$ cat config.mk
export PLATFORM = sky130hd
export DESIGN_NAME = vend_session_arbiter_flat
export DESIGN_NICKNAME = d
export VERILOG_FILES = /design/src/rtl/vend_session_arbiter_pkg.sv /design/src/rtl/vend_session_arbiter_if.sv /design/src/rtl/vend_session_arbiter_rr.sv /design/src/rtl/vend_session_arbiter.sv /design/src/flat_wrapper.sv
export SDC_FILE = /design/constraint.sdc
export NUM_CORES = 1
export LEC_CHECK = 0
export BUFFER_PORTS_ARGS = -buffer_cell sky130_fd_sc_hd__buf_4
export CORE_MARGIN = 8
export CORE_UTILIZATION = 59
export CTS_CLUSTER_SIZE = 28
export DETAILED_ROUTE_END_ITERATION = 8
export GPL_ROUTABILITY_DRIVEN = 0
export PLACE_DENSITY = 0.83
export SLEW_MARGIN = 20
export SYNTH_ARGS = -nofsm -noshare
export SYNTH_HDL_FRONTEND = slang
export SYNTH_SLANG_ARGS = --single-unit
$ cat constraint.sdc
create_clock -name clock_i -period 7.2 [get_ports clock_i]
set_clock_uncertainty 0.15 [all_clocks]
set_input_delay 0 -clock clock_i [delete_from_list [all_inputs] [get_ports clock_i]]
set_output_delay 0 -clock clock_i [all_outputs]
set_load 0.02 [all_outputs]
$ cat src/rtl/vend_session_arbiter_pkg.sv
// Shared definitions for the vending-machine session arbiter.
//   - machine command codes (one-hot vm_inpco values)
//   - machine / response codes returned to panels, including the arbiter's REJECT
//   - machine credit-state encodings
//   - session FSM state type
//   - one-hot command check used by the arbiter FSM
package vend_session_arbiter_pkg;

  // Machine command codes.
  localparam logic [3:0] INPCO_NONE   = 4'b0000;
  localparam logic [3:0] INPCO_IN050  = 4'b0001;
  localparam logic [3:0] INPCO_IN100  = 4'b0010;
  localparam logic [3:0] INPCO_COFFEE = 4'b0100;
  localparam logic [3:0] INPCO_RETBUT = 4'b1000;

  // Vending result codes; REJECT is produced by the arbiter, never by the machine.
  localparam logic [2:0] VEND_IDLE   = 3'b000;
  localparam logic [2:0] VEND_PASS   = 3'b001;
  localparam logic [2:0] VEND_VENCOF = 3'b010;
  localparam logic [2:0] VEND_RETWON = 3'b100;
  localparam logic [2:0] VEND_REJECT = 3'b111;

  // Machine credit states: 0 / 50 / 100 / 150.
  localparam logic [1:0] CREDIT_000 = 2'b00;
  localparam logic [1:0] CREDIT_050 = 2'b01;
  localparam logic [1:0] CREDIT_100 = 2'b10;
  localparam logic [1:0] CREDIT_150 = 2'b11;

  typedef enum logic [2:0] {
    ST_IDLE  = 3'd0,
    ST_ISSUE = 3'd1,
    ST_WAIT  = 3'd2,
    ST_OWNED = 3'd3,
    ST_REJ   = 3'd4
  } state_e;

  // Only single-bit commands are meaningful to the machine.
  function automatic logic cmd_is_onehot(input logic [3:0] cmd);
    return $onehot(cmd);
  endfunction

endpackage

$ cat src/rtl/vend_session_arbiter_if.sv
// Bundle between the customer panels / vending machine and the session arbiter.
//   req_valid/req_cmd/req_ready : per-panel command handshake (4 bits per panel)
//   vm_inpco                    : one-cycle command pulse to the machine
//   vm_vending/vm_state         : machine result and credit state
//   rsp_valid/rsp_code          : one-cycle result pulse to the session owner
//   owner/busy                  : current session owner (one-hot) and activity flag
// master = panels + machine side, slave = arbiter side.
interface vend_session_arbiter_if #(
  parameter int NREQ = 2
);
  logic [NREQ-1:0]   req_valid;
  logic [4*NREQ-1:0] req_cmd;
  logic [NREQ-1:0]   req_ready;
  logic [3:0]        vm_inpco;
  logic [2:0]        vm_vending;
  logic [1:0]        vm_state;
  logic [NREQ-1:0]   rsp_valid;
  logic [2:0]        rsp_code;
  logic [NREQ-1:0]   owner;
  logic              busy;

  modport master (
    output req_valid, req_cmd, vm_vending, vm_state,
    input  req_ready, vm_inpco, rsp_valid, rsp_code, owner, busy
  );

  modport slave (
    input  req_valid, req_cmd, vm_vending, vm_state,
    output req_ready, vm_inpco, rsp_valid, rsp_code, owner, busy
  );
endinterface

$ cat src/rtl/vend_session_arbiter_rr.sv
// Round-robin request selector (combinational).
//   req_i       : request vector
//   ptr_i       : index with highest priority this round
//   grant_o     : one-hot grant, first request at or after ptr_i, wrapping
//   grant_idx_o : index of the granted request
//   any_o       : at least one request present
module vend_session_arbiter_rr #(
  parameter  int NREQ = 2,
  localparam int IW   = (NREQ > 1) ? $clog2(NREQ) : 1
) (
  input  logic [NREQ-1:0] req_i,
  input  logic [IW-1:0]   ptr_i,
  output logic [NREQ-1:0] grant_o,
  output logic [IW-1:0]   grant_idx_o,
  output logic            any_o
);
  logic [IW-1:0] idx;

  always_comb begin
    grant_o     = '0;
    grant_idx_o = '0;
    any_o       = 1'b0;
    idx         = '0;
    for (int k = 0; k < NREQ; k++) begin
      idx = IW'((int'(ptr_i) + k) % NREQ);
      if (!any_o && req_i[idx]) begin
        any_o       = 1'b1;
        grant_o     = '0;
        grant_o[idx] = 1'b1;
        grant_idx_o = idx;
      end
    end
  end
endmodule

$ cat src/rtl/vend_session_arbiter.sv
// Shares one vending-machine datapath between NREQ panels, one session at a time.
// A panel granted from IDLE owns the machine until its credit returns to zero;
// each command becomes a single-cycle vm_inpco pulse and the machine's result is
// returned to the owner. Non-one-hot commands are rejected; an owner that stays
// silent for TIMEOUT cycles gets a forced RETBUT.
//   clock_i  : system clock, rising edge
//   reset_ni : asynchronous active-low reset
//   sess_if  : panel handshake, machine command/status and session status (slave)
module vend_session_arbiter
  import vend_session_arbiter_pkg::*;
#(
  parameter int NREQ    = 2,
  parameter int TIMEOUT = 255
) (
  input logic                   clock_i,
  input logic                   reset_ni,
  vend_session_arbiter_if.slave sess_if
);
  localparam int IW = (NREQ > 1) ? $clog2(NREQ) : 1;
  localparam int TW = (TIMEOUT > 1) ? $clog2(TIMEOUT + 1) : 1;

  state_e          state_q;
  logic [NREQ-1:0] owner_q;
  logic [IW-1:0]   owner_idx_q;
  logic [IW-1:0]   ptr_q;
  logic [TW-1:0]   timer_q;
  logic [3:0]      vm_inpco_q;
  logic [NREQ-1:0] req_ready_q;
  logic [NREQ-1:0] rsp_valid_q;
  logic [2:0]      rsp_code_q;
  logic            busy_q;

  logic [NREQ-1:0] grant;
  logic [IW-1:0]   grant_idx;
  logic            grant_any;
  logic [3:0]      grant_cmd;
  logic            own_valid;
  logic [3:0]      own_cmd;
  logic [IW-1:0]   ptr_after_owner;

  vend_session_arbiter_rr #(.NREQ(NREQ)) u_rr (
    .req_i       (sess_if.req_valid),
    .ptr_i       (ptr_q),
    .grant_o     (grant),
    .grant_idx_o (grant_idx),
    .any_o       (grant_any)
  );

  assign grant_cmd = sess_if.req_cmd[{grant_idx, 2'b00} +: 4];
  // While a session is open only the owner's panel is looked at.
  assign own_valid = |(sess_if.req_valid & owner_q);
  assign own_cmd   = sess_if.req_cmd[{owner_idx_q, 2'b00} +: 4];
  // Next round starts just after the panel whose session is ending.
  assign ptr_after_owner = (owner_idx_q == IW'(NREQ - 1)) ? '0 : owner_idx_q + IW'(1);

  always_ff @(posedge clock_i or negedge reset_ni) begin
    if (!reset_ni) begin
      state_q     <= ST_IDLE;
      owner_q     <= '0;
      owner_idx_q <= '0;
      ptr_q       <= '0;
      timer_q     <= '0;
      vm_inpco_q  <= INPCO_NONE;
      req_ready_q <= '0;
      rsp_valid_q <= '0;
      rsp_code_q  <= VEND_IDLE;
      busy_q      <= 1'b0;
    end else begin
      // Pulse outputs default low; the state that needs them raises them for one cycle.
      vm_inpco_q  <= INPCO_NONE;
      req_ready_q <= '0;
      rsp_valid_q <= '0;
      rsp_code_q  <= VEND_IDLE;
      case (state_q)
        ST_IDLE: begin
          if (grant_any) begin
            owner_q     <= grant;
            owner_idx_q <= grant_idx;
            req_ready_q <= grant;
            busy_q      <= 1'b1;
            if (cmd_is_onehot(grant_cmd)) begin
              vm_inpco_q <= grant_cmd;
              timer_q    <= '0;
              state_q    <= ST_ISSUE;
            end else begin
              rsp_valid_q <= grant;
              rsp_code_q  <= VEND_REJECT;
              state_q     <= ST_REJ;
            end
          end
        end
        ST_ISSUE: state_q <= ST_WAIT;
        ST_WAIT: begin
          // The machine registered the command at the end of ISSUE, so its result is current now.
          rsp_valid_q <= owner_q;
          rsp_code_q  <= sess_if.vm_vending;
          if (sess_if.vm_state == CREDIT_000) begin
            owner_q <= '0;
            ptr_q   <= ptr_after_owner;
            busy_q  <= 1'b0;
            state_q <= ST_IDLE;
          end else begin
            timer_q <= '0;
            state_q <= ST_OWNED;
          end
        end
        ST_OWNED: begin
          // An owner request beats a timeout expiring in the same cycle.
          if (own_valid) begin
            timer_q     <= '0;
            req_ready_q <= owner_q;
            if (cmd_is_onehot(own_cmd)) begin
              vm_inpco_q <= own_cmd;
              state_q    <= ST_ISSUE;
            end else begin
              rsp_valid_q <= owner_q;
              rsp_code_q  <= VEND_REJECT;
              state_q     <= ST_REJ;
            end
          end else if (timer_q == TW'(TIMEOUT - 1)) begin
            // Forced credit return: the panel did not ask, so it gets no req_ready.
            timer_q    <= '0;
            vm_inpco_q <= INPCO_RETBUT;
            state_q    <= ST_ISSUE;
          end else if (timer_q != {TW{1'b1}}) begin
            timer_q <= timer_q + TW'(1);
          end
        end
        ST_REJ: begin
          if (sess_if.vm_state == CREDIT_000) begin
            owner_q <= '0;
            ptr_q   <= ptr_after_owner;
            busy_q  <= 1'b0;
            state_q <= ST_IDLE;
          end else begin
            state_q <= ST_OWNED;
          end
        end
        default: state_q <= ST_IDLE;
      endcase
    end
  end

  assign sess_if.vm_inpco  = vm_inpco_q;
  assign sess_if.req_ready = req_ready_q;
  assign sess_if.rsp_valid = rsp_valid_q;
  assign sess_if.rsp_code  = rsp_code_q;
  assign sess_if.owner     = owner_q;
  assign sess_if.busy      = busy_q;
endmodule

$ cat src/flat_wrapper.sv
// flat-port wrapper written by rule: the top's interface ports become plain ports
module vend_session_arbiter_flat import vend_session_arbiter_pkg::*;
#(
  parameter int NREQ    = 2,
  parameter int TIMEOUT = 255
)
  (clock_i, reset_ni, sess_if_req_valid, sess_if_req_cmd, sess_if_vm_vending, sess_if_vm_state, sess_if_req_ready, sess_if_vm_inpco, sess_if_rsp_valid, sess_if_rsp_code, sess_if_owner, sess_if_busy);
  vend_session_arbiter_if #(.NREQ(NREQ)) sess_if_i ();
  input logic clock_i;
  input logic reset_ni;
  input wire logic [$bits(sess_if_i.req_valid)-1:0] sess_if_req_valid;
  input wire logic [$bits(sess_if_i.req_cmd)-1:0] sess_if_req_cmd;
  input wire logic [$bits(sess_if_i.vm_vending)-1:0] sess_if_vm_vending;
  input wire logic [$bits(sess_if_i.vm_state)-1:0] sess_if_vm_state;
  output wire logic [$bits(sess_if_i.req_ready)-1:0] sess_if_req_ready;
  output wire logic [$bits(sess_if_i.vm_inpco)-1:0] sess_if_vm_inpco;
  output wire logic [$bits(sess_if_i.rsp_valid)-1:0] sess_if_rsp_valid;
  output wire logic [$bits(sess_if_i.rsp_code)-1:0] sess_if_rsp_code;
  output wire logic [$bits(sess_if_i.owner)-1:0] sess_if_owner;
  output wire logic [$bits(sess_if_i.busy)-1:0] sess_if_busy;
  assign sess_if_i.req_valid = sess_if_req_valid;
  assign sess_if_i.req_cmd = sess_if_req_cmd;
  assign sess_if_i.vm_vending = sess_if_vm_vending;
  assign sess_if_i.vm_state = sess_if_vm_state;
  assign sess_if_req_ready = sess_if_i.req_ready;
  assign sess_if_vm_inpco = sess_if_i.vm_inpco;
  assign sess_if_rsp_valid = sess_if_i.rsp_valid;
  assign sess_if_rsp_code = sess_if_i.rsp_code;
  assign sess_if_owner = sess_if_i.owner;
  assign sess_if_busy = sess_if_i.busy;
  vend_session_arbiter #(.NREQ(NREQ), .TIMEOUT(TIMEOUT)) u_core (.clock_i(clock_i), .reset_ni(reset_ni), .sess_if(sess_if_i));
endmodule
==> results.yml, run 1 <==
placed_design:
  postPlaceCellArea_um2: 1870
  portBuffers: 30
  post-dp-hpwl_um: 2830
clock_network:
  cts_setup_buffers: 0
  cts_hold_buffers: 21
  numClockSinks: 27
  cts_resized: 0
  cts_made_buffers: 3
  cts-root-buf: "clkbuf_4"
  cts_tree: "done"
  clkTransAtPathRegs_ps: 150
  ctsLongestPathBuffers: 2
  worstSkewPairLatency_ps: 330
  htree_levels: 1
synthesis:
  syn_nets: 173
  syn_avg_cell_area_um2: 11.0
  synth_cell_type_count: 50
  syn_area_um2: 1610
  synth-seq-cells: 27
  syn_inst: 146
  ys_seq_area_share_pct: 41.9
  yosysWarnings: 0
floorplan:
  die_w_um: 68.3
  io_pins: 31
  rows: 19
  start_util_pct: 60.0
  dieHeight_um: 68.3
  dieArea_um2: 4660
  core_um2: 2690
finish:
  final_area_um2: 2110
  area_growth_pct: 31.1
  fill_cells: 163
  final-seq-area_um2: 676
  n_antenna_cell: 0
  nNetsFinal: 227
  multi_input_area_um2: 908
  drive_gt1_share_pct: 29.1
  layout_common_cells: "buf_4, dfrtp_1, dlygate4sd3_1"
  final_common_cell: "buf_4"
  utilization_pct: 78.7
setup_path:
  critPathBufInv: 1
  crit_arrival_ps: 3740
  slowest_stage: "dlygate4sd3_1"
  cpMostUsedCell: "ha_1"
  crit_type: "reg2reg"
  worstPathCellList: "o21ai_2 -> mux2_2 -> ha_1 -> ha_1 -> fa_1 -> nor2_1 -> nand2_1 -> nor2_2 -> a32o_1 -> dlygate4sd3_1"
  required_ps: 7320
  end_kind: "flop"
  slowest_delay_ps: 570
  critical_path.top_delay_family: "adder cells"
  start_kind: "flop"
  crit_fanout: 5
grt:
  grt_pass1_wl_um: 7610
  antenna_found_initial: 0
  grt_pass1_vias: 1572
  grt_use_total_pct: 21.2
  grt_overflow: 0
  grt_max_degree: 28
hold_path:
  hold_class: "in2reg"
route:
  drtAntennaViolNets: 0
  drt_iter0_drc: 137
  detail_route.wl_per_cell_um: 19.5
  via_count: 1440
  vias_per_cell: 6.26
  drt_first_pass_iters: 4
  drc_errors: 0
  wl_um: 4480
sta:
  rsz0062_at_grt: "false"
  fin_crit_ps: 3610
  fin_crit_sh_pct: 50.2
  finalHoldViolCount: 0
  max_freq_ghz: 0.277
  slew_headroom_pct: 60.2
  finalMaxSlewViolations: 0
  finalSetupViolCount: 0
  tightest_slew_ps: 591
  fin_setup_tns_ps: 0
run:
  maxCapViolCount: 0
pwr:
  power_uw: 686
  p_leak_uw: 0.00101
  powerDensity_nw_per_um2: 324
  peakVddDrop_mv: 0.272
outcome:
  status: "finished clean"
==> worst paths after layout <==
kind / from / endpoint / slack, ps / cells after the start
setup / recovery: u_core.ptr_q$_DFFE_PN0P_ / u_core.sess_if.vm_inpco[0]$_DFF_PN0_ / 3590 / 10
hold / removal: sess_if_req_valid[1] / u_core.sess_if.req_ready[0]$_DFF_PN0_ / 40 / 4
setup reg to reg: u_core.ptr_q$_DFFE_PN0P_ / u_core.sess_if.vm_inpco[0]$_DFF_PN0_ / 3590 / 10
hold reg to reg: u_core.sess_if.busy$_DFFE_PN0P_ / u_core.sess_if.busy$_DFFE_PN0P_ / 350 / 2
max in group asynchronous: reset_ni / u_core.timer_q[1]$_DFFE_PN0P_ / 6230 / 4
min in group asynchronous: reset_ni / u_core.timer_q[7]$_DFFE_PN0P_ / 520 / 4
==> layout make-up <==
cell class / instances / area share (%)
repair buffers: 51 / 21.1
multi-input cells: 112 / 43.0
well taps: 31 / 1.83
clock inverters: 1 / 0.237
flip-flops and latches: 27 / 32.0
clock buffers: 3 / 1.07
inverters: 5 / 0.888
==> tightest hold or removal path, stage by stage <==
cell	delay, ps
buf_4	140
nand2_1	50
and3_1	200
a21o_1	100
==> sequential cells by signal, indices dropped and copies added, names as in the netlist <==
register and cells:
u_core.timer_q 8, u_core.sess_if.req_ready 2, u_core.sess_if.busy 1, u_core.ptr_q 1, u_core.sess_if.owner 2, u_core.owner_idx_q 1, u_core.state_q 3, u_core.sess_if.rsp_valid 2
u_core.sess_if.vm_inpco 4, u_core.sess_if.rsp_code 3
==> cells by family after synthesis <==
group	share of synthesized area (%)
AOI/OAI and AO/OA	24.6
and+or+nand+nor	16.1
DFF	41.9
muxes	6.90
adders and majority gates	8.69
buffers and inverters	1.78
==> through the flow <==
step | setup slack [ps] | hold slack [ps] | cells
2_1_floorplan | 4090 | -446 | 146
3_3_place_gp | 4020 | -227 | 205
3_5_place_dp | 3860 | -219 | 205
4_1_cts | 3720 | 23.9 | 230
5_1_grt | 3390 | 45.5 | 230
6_report | 3590 | 37.3 | 230
==> synthesized netlist by cell type, drive strengths merged <==
| master | count | area, um^2 |
|---|---|---|
| ha | 8 | 100 |
| o2111a | 1 | 12.5 |
| a2bb2oi | 3 | 26.3 |
| nand2b | 1 | 6.26 |
| dfrtp | 27 | 676 |
| and4 | 1 | 8.76 |
| o22ai | 1 | 6.26 |
| o31a | 1 | 8.76 |
| nor3b | 4 | 40.0 |
| and2b | 1 | 8.76 |
| mux2 | 9 | 101 |
| a32o | 3 | 30.0 |
| a41oi | 1 | 8.76 |
| o211ai | 2 | 15.0 |
| nor2b | 4 | 25.0 |
| o31ai | 1 | 7.51 |
| o2bb2ai | 1 | 8.76 |
| a31oi | 2 | 27.5 |
| a31o | 2 | 17.5 |
| nand4 | 2 | 27.5 |
| fa | 2 | 40.0 |
| nor3 | 4 | 20.0 |
| o2111ai | 1 | 8.76 |
| a22oi | 2 | 28.8 |
| or2 | 2 | 12.5 |
| a22o | 3 | 27.5 |
| buf | 2 | 10.0 |
| a21o | 6 | 45.0 |
| and2 | 1 | 6.26 |
| o22a | 1 | 8.76 |
| nor2 | 11 | 43.8 |
| nand3 | 2 | 10.0 |
| a211oi | 2 | 20.0 |
| nand2 | 10 | 37.5 |
| o21ai | 12 | 63.8 |
| inv | 5 | 18.8 |
| and3 | 1 | 6.26 |
| o32ai | 1 | 16.3 |
| or4 | 1 | 7.51 |
| mux2i | 1 | 10.0 |
| a211o | 1 | 8.76 |
==> power breakdown <==
| group | internal, uW | switching (uW) |
|---|---|---|
| Clock | 20.8 | 44.2 |
| Sequential | 196 | 49.1 |
| Combinational | 174 | 202 |
| Total | 390 | 295 |
==> per-layer routing <==
metal | share of wire (%) | GRT usage, % | vias to the layer above | wire length [um]
met5 | 0 | 0 | - | 0
met4 | 5.2 | 11.5 | 0 | 233
met3 | 4.1 | 3.44 | 23 | 185
met2 | 53 | 39.5 | 65 | 2390
met1 | 37 | 22.2 | 692 | 1670
li1 | - | - | 660 | -
No activity file was read; power rests on OpenSTA's default activity.
==> inputs of run 2 (changes only) <==
- CORE_UTILIZATION: 59 -> 54
- PLACE_DENSITY: 0.83 -> 0.77
- clock period: 7.2 -> 3.37 ns (I/O delays scaled with it)
==> results.yml, run 2 (synthesis results as in run 1) <==
setup_path:
  crit_arrival_ps: 3360
  end_kind: "flop"
  slowest_stage: "fa_1"
  critPathBufInv: 0
  slowest_delay_ps: 490
  worstPathCellList: "o21ai_4 -> mux2_2 -> ha_1 -> ha_1 -> fa_1 -> nor3b_4 -> a31oi_4 -> or2_1 -> a22o_2"
  crit_type: "reg2reg"
  required_ps: 3440
  cpMostUsedCell: "ha_1"
  crit_fanout: 7
  start_kind: "flop"
  critical_path.top_delay_family: "adder cells"
floorplan:
  dieHeight_um: 70.7
  rows: 20
  core_um2: 2950
  dieArea_um2: 4990
  die_w_um: 70.7
  io_pins: 31
  start_util_pct: 54.6
clock_network:
  numClockSinks: 27
  cts-root-buf: "clkbuf_4"
  cts_tree: "done"
  ctsLongestPathBuffers: 2
  cts_setup_buffers: 0
  clkTransAtPathRegs_ps: 140
  htree_levels: 1
  cts_made_buffers: 3
  worstSkewPairLatency_ps: 320
sta:
  rsz0062_at_grt: "false"
  finalSetupViolCount: 0
  finalHoldViolCount: 0
  finalMaxSlewViolations: 0
  slew_headroom_pct: 63.5
  max_freq_ghz: 0.304
  fin_crit_ps: 3290
  tightest_slew_ps: 542
  fin_crit_sh_pct: 97.6
  fin_setup_tns_ps: 0
route:
  drc_errors: 0
  drt_iter0_drc: 56
  drt_first_pass_iters: 4
  via_count: 1389
  drtAntennaViolNets: 0
  wl_um: 3950
  detail_route.wl_per_cell_um: 16.9
  vias_per_cell: 5.96
hold_path:
  hold_class: "in2reg"
finish:
  n_antenna_cell: 0
  layout_common_cells: "buf_4, dfrtp_1, dlygate4sd3_1"
  final_area_um2: 2140
  final_common_cell: "buf_4"
  top_register: "u_core.timer_q"
  largest_reg_flops: 8
  drive_gt1_share_pct: 29.0
  nNetsFinal: 228
  area_growth_pct: 32.5
pwr:
  intPower_uw: 852
  peakVddDrop_mv: 0.423
  pwr-share-clk_pct: 9.4
  comb_power_share_pct: 54.9
  powerDensity_nw_per_um2: 685
  p_leak_uw: 0.00100
  p_sw_uw: 611
  p_sw_share_pct: 41.8
  seq_power_share_pct: 35.7
run:
  maxCapViolCount: 0
grt:
  antenna_found_initial: 0
  grt_max_degree: 28
  grt_pass1_wl_um: 6660
  grt_pass1_vias: 1484
  grt_overflow: 0
  grt_use_total_pct: 16.0
placed_design:
  portBuffers: 30
  postPlaceCellArea_um2: 1880
  post-dp-hpwl_um: 2790
outcome:
  status: "finished clean"
[run 2: changes by cell type in the layout (fill, tap and decap cells not counted), sizes merged]
| cell | previous run | this run |
|---|---|---|
| clkbuf | 3 | 4 |
| buf | 31 | 32 |
| clkinv | 1 | 0 |
[run 2: final timing paths]
path                                            startpoint                                    to  slack [ps]  cells after the start
setup / recovery                  u_core.ptr_q$_DFFE_PN0P_         u_core.timer_q[6]$_DFFE_PN0P_          80                      9
setup reg to reg                  u_core.ptr_q$_DFFE_PN0P_         u_core.timer_q[6]$_DFFE_PN0P_          80                      9
hold reg to reg            u_core.sess_if.busy$_DFFE_PN0P_       u_core.sess_if.busy$_DFFE_PN0P_         350                      2
max in group asynchronous                         reset_ni  u_core.sess_if.vm_inpco[2]$_DFF_PN0_        2400                      4
hold / removal                        sess_if_req_valid[1]        u_core.owner_idx_q$_DFFE_PN0P_          40                      4
min in group asynchronous                         reset_ni         u_core.timer_q[3]$_DFFE_PN0P_         510                      4
[run 2: tightest hold or removal path, stage by stage]
cell and delay [ps]:
buf_4 140, o21ai_4 100, nor2b_1 100, a21o_1 160
[run 2: repair_timing]
action	CTS	global route
setup endpoints to repair	0	2
hold buffers	21	0
resized for setup	0	2
endpoints found under the hold margin	39	0
[run 2: stage by stage]
step / setup slack, ps / util (%) / total power (uW) / cells / hold slack (ps)
after floorplan: 263 / - / 1030 / 146 / -446
after global placement: 186 / 63.6 / 1240 / 208 / -226
after detailed placement: 31.8 / 63.6 / 1280 / 208 / -218
after CTS: 12.5 / 71.9 / 1450 / 233 / 14.2
after global routing: 6.48 / 72.4 / 1560 / 233 / 39.9
final: 80.6 / 72.4 / 1460 / 233 / 38.4
[run 2: power groups by stage]
stage / Clock, uW / Sequential [uW] / Combinational (uW)
after floorplan: 0 / 566 / 461
after global placement: 0 / 519 / 726
after detailed placement: 0 / 524 / 755
after CTS: 145 / 517 / 789
after global routing: 153 / 537 / 871
final: 137 / 522 / 803
[run 2: metal layers]
| metal | up-vias | wire length, um | track usage [%] |
|---|---|---|---|
| li1 | 671 | - | - |
| met1 | 673 | 1610 | 17.3 |
| met2 | 35 | 2160 | 30.0 |
| met3 | 10 | 91 | 1.55 |
| met4 | 0 | 87 | 8.55 |
| met5 | - | 0 | 0 |
[run 2: cell type report]
cell class                      instances  area (um^2)
Timing Repair Buffer                   52          453
Sequential cell                        27          676
Multi-Input combinational cell        112          922
Fill cell                             221          816
Inverter                                5         18.8
Tap cell                               33         41.3
Clock buffer                            4         26.3
